`src/rtl/lane_queue_tracker_pkg.sv`:
```
// Shared sizing, pacing defaults and lane light-state encoding for the lane queue tracker.
package lane_queue_tracker_pkg;
  localparam int LANES   = 8;
  localparam int WIDTH   = 8;
  localparam int STARTUP = 4;
  localparam int HEADWAY = 2;
  localparam int TIMER_W = 8;

  typedef enum logic [1:0] {
    RED   = 2'd0,
    START = 2'd1,
    FLOW  = 2'd2
  } lane_state_e;
endpackage

```
`src/rtl/lane_queue.sv`:
```
// One lane: sensor synchronizer and edge detect, green-light pacing FSM, saturating
// car counter and sticky overflow flag.
module lane_queue
  import lane_queue_tracker_pkg::*;
#(
  parameter int CNT_W       = WIDTH,
  parameter int STARTUP_CYC = STARTUP,
  parameter int HEADWAY_CYC = HEADWAY
) (
  input  logic             clk,
  input  logic             rst,
  input  logic             sensor,
  input  logic             green,
  input  logic             clr_overflow,
  output logic [CNT_W-1:0] count,
  output logic             depart_pulse,
  output logic             overflow
);

  localparam logic [CNT_W-1:0]   CNT_MAX  = {CNT_W{1'b1}};
  localparam logic [CNT_W-1:0]   CNT_ONE  = {{(CNT_W-1){1'b0}}, 1'b1};
  localparam logic [TIMER_W-1:0] TMR_ONE  = {{(TIMER_W-1){1'b0}}, 1'b1};
  localparam logic [TIMER_W-1:0] TMR_ZERO = {TIMER_W{1'b0}};
  localparam logic [TIMER_W-1:0] START_LD = TIMER_W'(STARTUP_CYC - 1);
  localparam logic [TIMER_W-1:0] HW_LD    = TIMER_W'(HEADWAY_CYC - 1);

  logic               sync1_r, sync2_r, prev_r;
  logic               arrive_r, depart_r;
  lane_state_e        state_r;
  logic [TIMER_W-1:0] timer_r, hw_r;
  logic               arrive_s, depart_s;

  // A car already committed to leave (depart_r) is excluded so the queue cannot underflow.
  always_comb begin
    arrive_s = sync2_r & ~prev_r;
    depart_s = 1'b0;
    if ((state_r == FLOW) && green && (hw_r == TMR_ZERO)) begin
      depart_s = (count > {{(CNT_W-1){1'b0}}, depart_r});
    end else begin
      depart_s = 1'b0;
    end
  end

  // Synchronizer, event registers, counter, overflow flag and pacing FSM.
  always_ff @(posedge clk or posedge rst) begin
    if (rst) begin
      sync1_r      <= 1'b0;
      sync2_r      <= 1'b0;
      prev_r       <= 1'b0;
      arrive_r     <= 1'b0;
      depart_r     <= 1'b0;
      depart_pulse <= 1'b0;
      count        <= {CNT_W{1'b0}};
      overflow     <= 1'b0;
      state_r      <= RED;
      timer_r      <= TMR_ZERO;
      hw_r         <= TMR_ZERO;
    end else begin
      sync1_r      <= sensor;
      sync2_r      <= sync1_r;
      prev_r       <= sync2_r;
      arrive_r     <= arrive_s;
      depart_r     <= depart_s;
      depart_pulse <= depart_r;

      case ({arrive_r, depart_r})
        2'b10:   count <= (count == CNT_MAX) ? count : count + CNT_ONE;
        2'b01:   count <= count - CNT_ONE;
        default: count <= count;
      endcase

      if (arrive_r && !depart_r && (count == CNT_MAX)) begin
        overflow <= 1'b1;
      end else if (clr_overflow) begin
        overflow <= 1'b0;
      end else begin
        overflow <= overflow;
      end

      if (!green) begin
        state_r <= RED;
      end else begin
        case (state_r)
          RED: begin
            state_r <= START;
            timer_r <= START_LD;
          end
          START: begin
            if (timer_r == TMR_ZERO) begin
              state_r <= FLOW;
              hw_r    <= TMR_ZERO;
            end else begin
              timer_r <= timer_r - TMR_ONE;
            end
          end
          FLOW: begin
            if (depart_s) begin
              hw_r <= HW_LD;
            end else if (hw_r != TMR_ZERO) begin
              hw_r <= hw_r - TMR_ONE;
            end else begin
              hw_r <= hw_r;
            end
          end
          default: state_r <= RED;
        endcase
      end
    end
  end

endmodule

```
`src/rtl/lane_queue_tracker.sv`:
```
// Per-lane waiting-car counters for all lanes, packed onto the bus read by lane selection.
module lane_queue_tracker
  import lane_queue_tracker_pkg::*;
(
  input  logic                   clk,
  input  logic                   rst,
  input  logic [LANES-1:0]       sensor,
  input  logic [LANES-1:0]       laneGreen,
  input  logic                   clrOverflow,
  output logic [LANES*WIDTH-1:0] lane,
  output logic [LANES-1:0]       departPulse,
  output logic [LANES-1:0]       overflow
);

  for (genvar i = 0; i < LANES; i++) begin : g_lane
    lane_queue #(
      .CNT_W      (WIDTH),
      .STARTUP_CYC(STARTUP),
      .HEADWAY_CYC(HEADWAY)
    ) u_lane_queue (
      .clk         (clk),
      .rst         (rst),
      .sensor      (sensor[i]),
      .green       (laneGreen[i]),
      .clr_overflow(clrOverflow),
      .count       (lane[i*WIDTH +: WIDTH]),
      .depart_pulse(departPulse[i]),
      .overflow    (overflow[i])
    );
  end

endmodule

```
`config.mk`:
```
export PLATFORM = sky130hd
export DESIGN_NAME = lane_queue_tracker
export DESIGN_NICKNAME = d
export VERILOG_FILES = /design/src/rtl/lane_queue_tracker_pkg.sv /design/src/rtl/lane_queue.sv /design/src/rtl/lane_queue_tracker.sv
export SDC_FILE = /design/constraint.sdc
export NUM_CORES = 1
export LEC_CHECK = 0
export ABC_AREA = 1
export CORE_UTILIZATION = 30
export CTS_CLUSTER_SIZE = 30
export DETAILED_ROUTE_END_ITERATION = 8
export GPL_TIMING_DRIVEN = 0
export RECOVER_POWER = 25
export SLEW_MARGIN = 30
export SYNTH_ARGS = -nofsm -noshare
export SYNTH_HDL_FRONTEND = slang
export SYNTH_SLANG_ARGS = --single-unit
export TNS_END_PERCENT = 50
```
`constraint.sdc`:
```
create_clock -name clk -period 9.7 [get_ports clk]
set_input_delay 1.94 -clock clk [delete_from_list [all_inputs] [get_ports clk]]
set_output_delay 1.94 -clock clk [all_outputs]
set_load 0.05 [all_outputs]
```
== Word level (Yosys, flattened, before mapping) ==
Index checks and enable logic that the tools add are counted.

* Reduce and logical (&&, ||, !) cells: 136
* Equal/unequal tests: 88
* Bitwise operators: 16
* Mux-type cells: 105
* Add/subtract/negate cells: 32
* Div/mod/pow operators: 0
* Multipliers: 0
* Shift-type cells: 0
* $lt $le $gt $ge: 8

{| class="wikitable"
|+ Operators by type and width
! cell !! count
|-
| one-hot mux 8 bit (2 select lines) || 24
|-
| two-way mux 8 bit || 40
|-
| subtractor 8 x 1 -> 8 bit, second input constant || 24
|-
| logical NOT 8 bit || 16
|-
| adder 8 x 1 -> 8 bit, second input constant || 8
|-
| == test 8 bit, second input constant || 8
|-
| > comparator 8 x 1 -> 1 bit || 8
|-
| nonzero test 2 bit || 32
|-
| nonzero test 8 bit || 8
|-
| != test 2 bit, second input constant || 24
|-
| != test 3 x 2 -> 1 bit, second input constant || 16
|-
| one-hot mux 2 bit (3 select lines) || 8
|-
| == test 2 x 1 -> 1 bit, second input constant || 16
|-
| == test 2 bit, second input constant || 16
|-
| logical AND 1 bit || 32
|-
| two-way mux 2 bit || 16
|-
| AND reduction 2 bit || 16
|-
| AND reduction 4 bit || 8
|-
| AND reduction 3 bit || 8
|-
| two-way mux 1 bit || 17
|-
| logical NOT 2 bit || 8
|-
| != test 2 x 1 -> 1 bit, second input constant || 8
|-
| bitwise AND 1 bit || 8
|-
| logical NOT 1 bit || 8
|-
| inverter 1 bit || 8
|}

* Output and inout bits: 80
* Memory bits (read-only): 0
* Memories: 0
* Bits in writable memories: 0
* Input bits: 19
* Bits in latches: 0
* Register bits: 264

== Longest topological paths before layout ==
* Depth after elaboration: 6
* Gate-level depth with buffers: 13

== By module ==
A second synthesis with hierarchy kept.

* Cells, all modules: 2,161
* Area total of the unflattened synthesis: 16,672.2 um^2

{| class="wikitable"
|+ Modules (own cells, without submodules)
! module !! instances !! sequential area each (um^2) !! cells an instance !! area an instance (um^2)
|-
| lane_queue (g_lane[0].u_lane_queue ...) || 6 || 825.8 || 269 || 2,084.5
|-
| lane_queue (g_lane[2].u_lane_queue) || 1 || 825.8 || 274 || 2,099.5
|-
| lane_queue (g_lane[7].u_lane_queue) || 1 || 825.8 || 273 || 2,065.7
|}

== Worst setup path after synthesis ==
Ideal clock, no wire load.

* Path kind: input-to-reg
* Start: in laneGreen[3]
* End: reg g_lane[3].u_lane_queue.hw_r[7]
* Arrival time: 2.555 ns
* Setup slack: 7.027 ns
* Stages on the path: 8
* Buffers on the path: 1
* Cells stage by stage: nand2_1 inv_1 nand2_1 nand3_1 nand2_2 buf_8 nand2_1 o21ai_2

* Word-level cells in the longest chain between the ends: 5
* Elaborated cells on any way between the ends: 7
* Those cells by class: eq/ne (1); mux (3); reduce/logical (3)

{| class="wikitable"
|+ Ends and longest elaborated chain
! element !! RTL line !! text
|-
| start, declared || lane_queue_tracker.sv:8 || <nowiki>input logic [LANES-1:0] laneGreen,</nowiki>
|-
| logical AND 1 bit (2 in a row) || lane_queue.sv:37 || <nowiki>if ((state_r == FLOW) && green && (hw_r == TMR_ZERO)) begin</nowiki>
|-
| two-way mux 1 bit || lane_queue.sv:37 ||
|-
| != test 3 x 2 -> 1 bit (no source line) or two-way mux 8 bit (tied branches) || -- ||
|-
| AND reduction 4 bit (no source line) or one-hot mux 8 bit (2 select lines) (tied branches) || -- ||
|-
| end signal, assigned || lane_queue.sv:100 || <nowiki>hw_r <= hw_r - TMR_ONE;</nowiki>
|-
| end signal, assigned || lane_queue.sv:102 || <nowiki>hw_r <= hw_r;</nowiki>
|-
| end, declared || lane_queue.sv:30 || <nowiki>logic [TIMER_W-1:0] timer_r, hw_r;</nowiki>
|}

Parallel ways exist; a longest one is shown, timed or not.
A chain may end at the register's enable or synchronous reset.

== Worst setup path after layout ==
* Start: reg g_lane[5].u_lane_queue.overflow
* End: out overflow[5]

{| class="wikitable"
|+ RTL lines
! element !! RTL line !! text
|-
| start, declared || lane_queue.sv:17 || <nowiki>output logic overflow</nowiki>
|-
| start signal, assigned || lane_queue.sv:77 || <nowiki>overflow <= overflow;</nowiki>
|-
| end, declared || lane_queue_tracker.sv:12 || <nowiki>output logic [LANES-1:0] overflow</nowiki>
|}

No word-level cell between the ends.

==> summary.txt <==
Floorplanning
  • Die width: 236 um
  • # rows: 85
  • Die area: 55900 um2
  • Ports: 99
  • Initial Util: 0.305
  • Core Footprint: 54000 um2
  • Die Y: 236 um

Finish
  • Fillers: 5582
  • Non-filler cells, final: 2979
  • ANT cells: 0
  • Area growth from synthesis to layout: 18.5%
  • Nets: 2396
  • Area of the multi-input gates: 8550 um2
  • Layout cells sized above 1: 0.0819
  • Core Util, Final: 0.362
  • Sequential Area: 6610 um2

Power and ir drop
  • Sequential group share of total power: 0.282
  • P_sw: 3.00 mW
  • Total power: 6.44 mW
  • Pint: 3.44 mW
  • Combinational power share: 0.517
  • Pwr dens: 329 nW/um2
  • LEAKAGE: 10.1 nW
  • Clock power frac: 0.201
  • Worst vdd ir: 0.000196 V
  • Switching share of power: 0.466

Logic synthesis
  • Synth Warn #: 0
  • Post-synth top cells: 522 x nand2_1, 289 x inv_1, 264 x dfrtp_1, 212 x nor2_1, 199 x nand3_1
  • Share of the synthesized area in the top cell type: 0.401
  • Cell taking the most area after synthesis: dfrtp_1
  • Post-Syn Instances: 2120
  • Yosys cell types: 43
  • Fraction of registers with async set/reset: 1.00
  • Synth Flop Type: dfrtp_1
  • Post-Syn Area per Cell: 7.78 um2
  • Most frequent cell after synthesis: nand2_1
  • #FFs+latches synth: 264
  • Post-synth EDFFs: 0
  • Register area share after synthesis: 0.401
  • Largest cells by area after synthesis: dfrtp_1 40%, nand2_1 12%, ha_1 8.5%
  • Post-Syn Nets: 2259
  • Synthesized area: 16500 um2

Drt
  • Via Count: 13.6k
  • Routed wire length: 34600 um
  • DRC: 0
  • WL/cell: 11.6 um
  • DRT Pass-1 Iters: 5
  • Initial drt markers: 701
  • Final ANT Viol Nets: 0
  • Via density: 4.57

Timing
  • Final setup fails: 0
  • Setup ws final: 5.83 ns
  • Slew headroom: 0.190
  • Tcrit/Tclk final: 0.399
  • Highest Clock Rate: 259 MHz
  • Hold Fails Final Rpt: 0
  • Pins Over Slew Limit: 0
  • RSZ-0062 raised after global routing: no
  • Layout Skew: 0.0144 ns
  • Final min period: 3.87 ns
  • Worst-Margin Slew: 1.21 ns

Global routing
  • Initial antenna violation count: 0
  • Global route overflow: 0
  • First-pass GRT wire length: 61400 um
  • Pin count of the biggest net entering global routing: 91
  • Vias in the first global route: 13.3k
  • GRT Total Usage: 0.128

Clock tree
  • CTS tree: built
  • Clock sink total: 264
  • Num CTS Buffers: 35
  • Skew-Pair Late Insertion Delay: 0.53 ns
  • Postcts setup bufs: 0
  • CTS resizes: 0
  • Hold buffer count at cts: 0
  • Clock transition at path regs: 0.06 ns
  • CTS H-tree depth: 2
  • Clock Path Buffers: 3
  • CTS root buffer: clkbuf_16

Setup path
  • Worst-path fanout max: 2
  • R2r setup slk: 7.41 ns
  • Required time of the critical path: 7.76 ns
  • Worst Path Arrival: 1.93 ns
  • CP Launch Type: register
  • Crit. End Element: output port
  • WS Path Type: register to output port

Job
  • Maxcap violations: 0

Worst hold path
  • Hold Crit Class: register to register

Placement
  • Placed insts: 2916
  • RePlAce Congestion: 0.834
  • Buffers added on ports: 97
  • DP Wirelength: 24800 um
  • Setup WS pre-CTS: 6.24 ns

Run status
  • Status: complete, no violations
## worst paths after layout
check | start | endpoint | cells past startpoint
min reg2reg | g_lane[2].u_lane_queue.sync1_r | g_lane[2].u_lane_queue.sync2_r | 0
max reg2reg | g_lane[3].u_lane_queue.arrive_r | g_lane[3].u_lane_queue.count[7] | 12
max in group asynchronous | rst | g_lane[7].u_lane_queue.overflow | 4
min | g_lane[2].u_lane_queue.sync1_r | g_lane[2].u_lane_queue.sync2_r | 0
min in group asynchronous | rst | g_lane[2].u_lane_queue.count[5] | 2
max | g_lane[5].u_lane_queue.overflow | overflow[5] | 2
## kinds of logic (layout without fill, tap and decap cells)
kind of cell / count (synthesis) / count (layout) / synth area share
and+or+nand+nor: 1090 / 1090 / 0.292
buffers and inverters: 327 / 490 / 0.0800
adders and majority gates: 120 / 120 / 0.0947
AOI/OAI and AO/OA: 208 / 208 / 0.0743
xor gates and xnor gates: 111 / 111 / 0.0589
DFF: 264 / 264 / 0.401
## final cells by class
cell class                      instances  area share
Inverter                              302      0.0580
Timing Repair Buffer                  100      0.0539
Multi-Input combinational cell       1529       0.437
Sequential cell                       264       0.338
Clock buffer                           48      0.0525
Tap cell                              696      0.0445
Buffer                                 25     0.00915
Clock inverter                         15     0.00653
## flip-flops by register name (all words and copies together), names as in the netlist
name / cells
g_lane.u_lane_queue.depart_r: 8
g_lane.u_lane_queue.sync2_r: 8
g_lane.u_lane_queue.state_r: 16
g_lane.u_lane_queue.timer_r: 64
g_lane.u_lane_queue.count: 64
g_lane.u_lane_queue.depart_pulse: 8
g_lane.u_lane_queue.overflow: 8
g_lane.u_lane_queue.prev_r: 8
g_lane.u_lane_queue.sync1_r: 8
g_lane.u_lane_queue.arrive_r: 8
g_lane.u_lane_queue.hw_r: 64
## metal layers
layer	up-vias	track usage	wire length (um)
li1	7069	-	-
met1	6317	0.170	17100
met2	176	0.210	15600
met3	50	0.0231	1270
met4	0	0.0392	722
met5	-	0	0
## cells in the final DEF (no fill, tap or decap), types with 37 or more instances in the layout
cell type        count
nand2_1            527
inv_1              288
dfrtp_1            264
nor2_1             212
nand3_1            200
ha_1               112
xor2_1              91
clkdlybuf4s50_1     88
o21ai_0             72
a21oi_1             49
nand4_1             39
clkbuf_16           37
## critical path, cell delays in order, from the launching register on
cell             delay, ns
dfrtp_1               0.34
buf_4                 0.10
clkdlybuf4s50_1       0.94
## through the flow
step / hold slack (ns) / TNS (ns) / instance area [um2]
after floorplan: 0.331 / 0 / 16500
after global placement: 0.339 / -862.57 / 18300
after detailed placement: 0.338 / 0 / 18400
after CTS: 0.355 / 0 / 19600
after global routing: 0.359 / 0 / 19600
final: 0.352 / 0 / 19600
## power groups by stage
| stage | registers [mW] | logic (mW) | clock network [mW] |
|---|---|---|---|
| 2_1_floorplan | 2.14 | 2.24 | 0 |
| 3_3_place_gp | 1.83 | 3.27 | 0 |
| 3_5_place_dp | 1.83 | 3.35 | 0 |
| 4_1_cts | 1.82 | 3.37 | 1.35 |
| 5_1_grt | 1.88 | 3.77 | 1.39 |
| 6_report | 1.82 | 3.33 | 1.29 |
No activity file was read; power rests on OpenSTA's default activity.
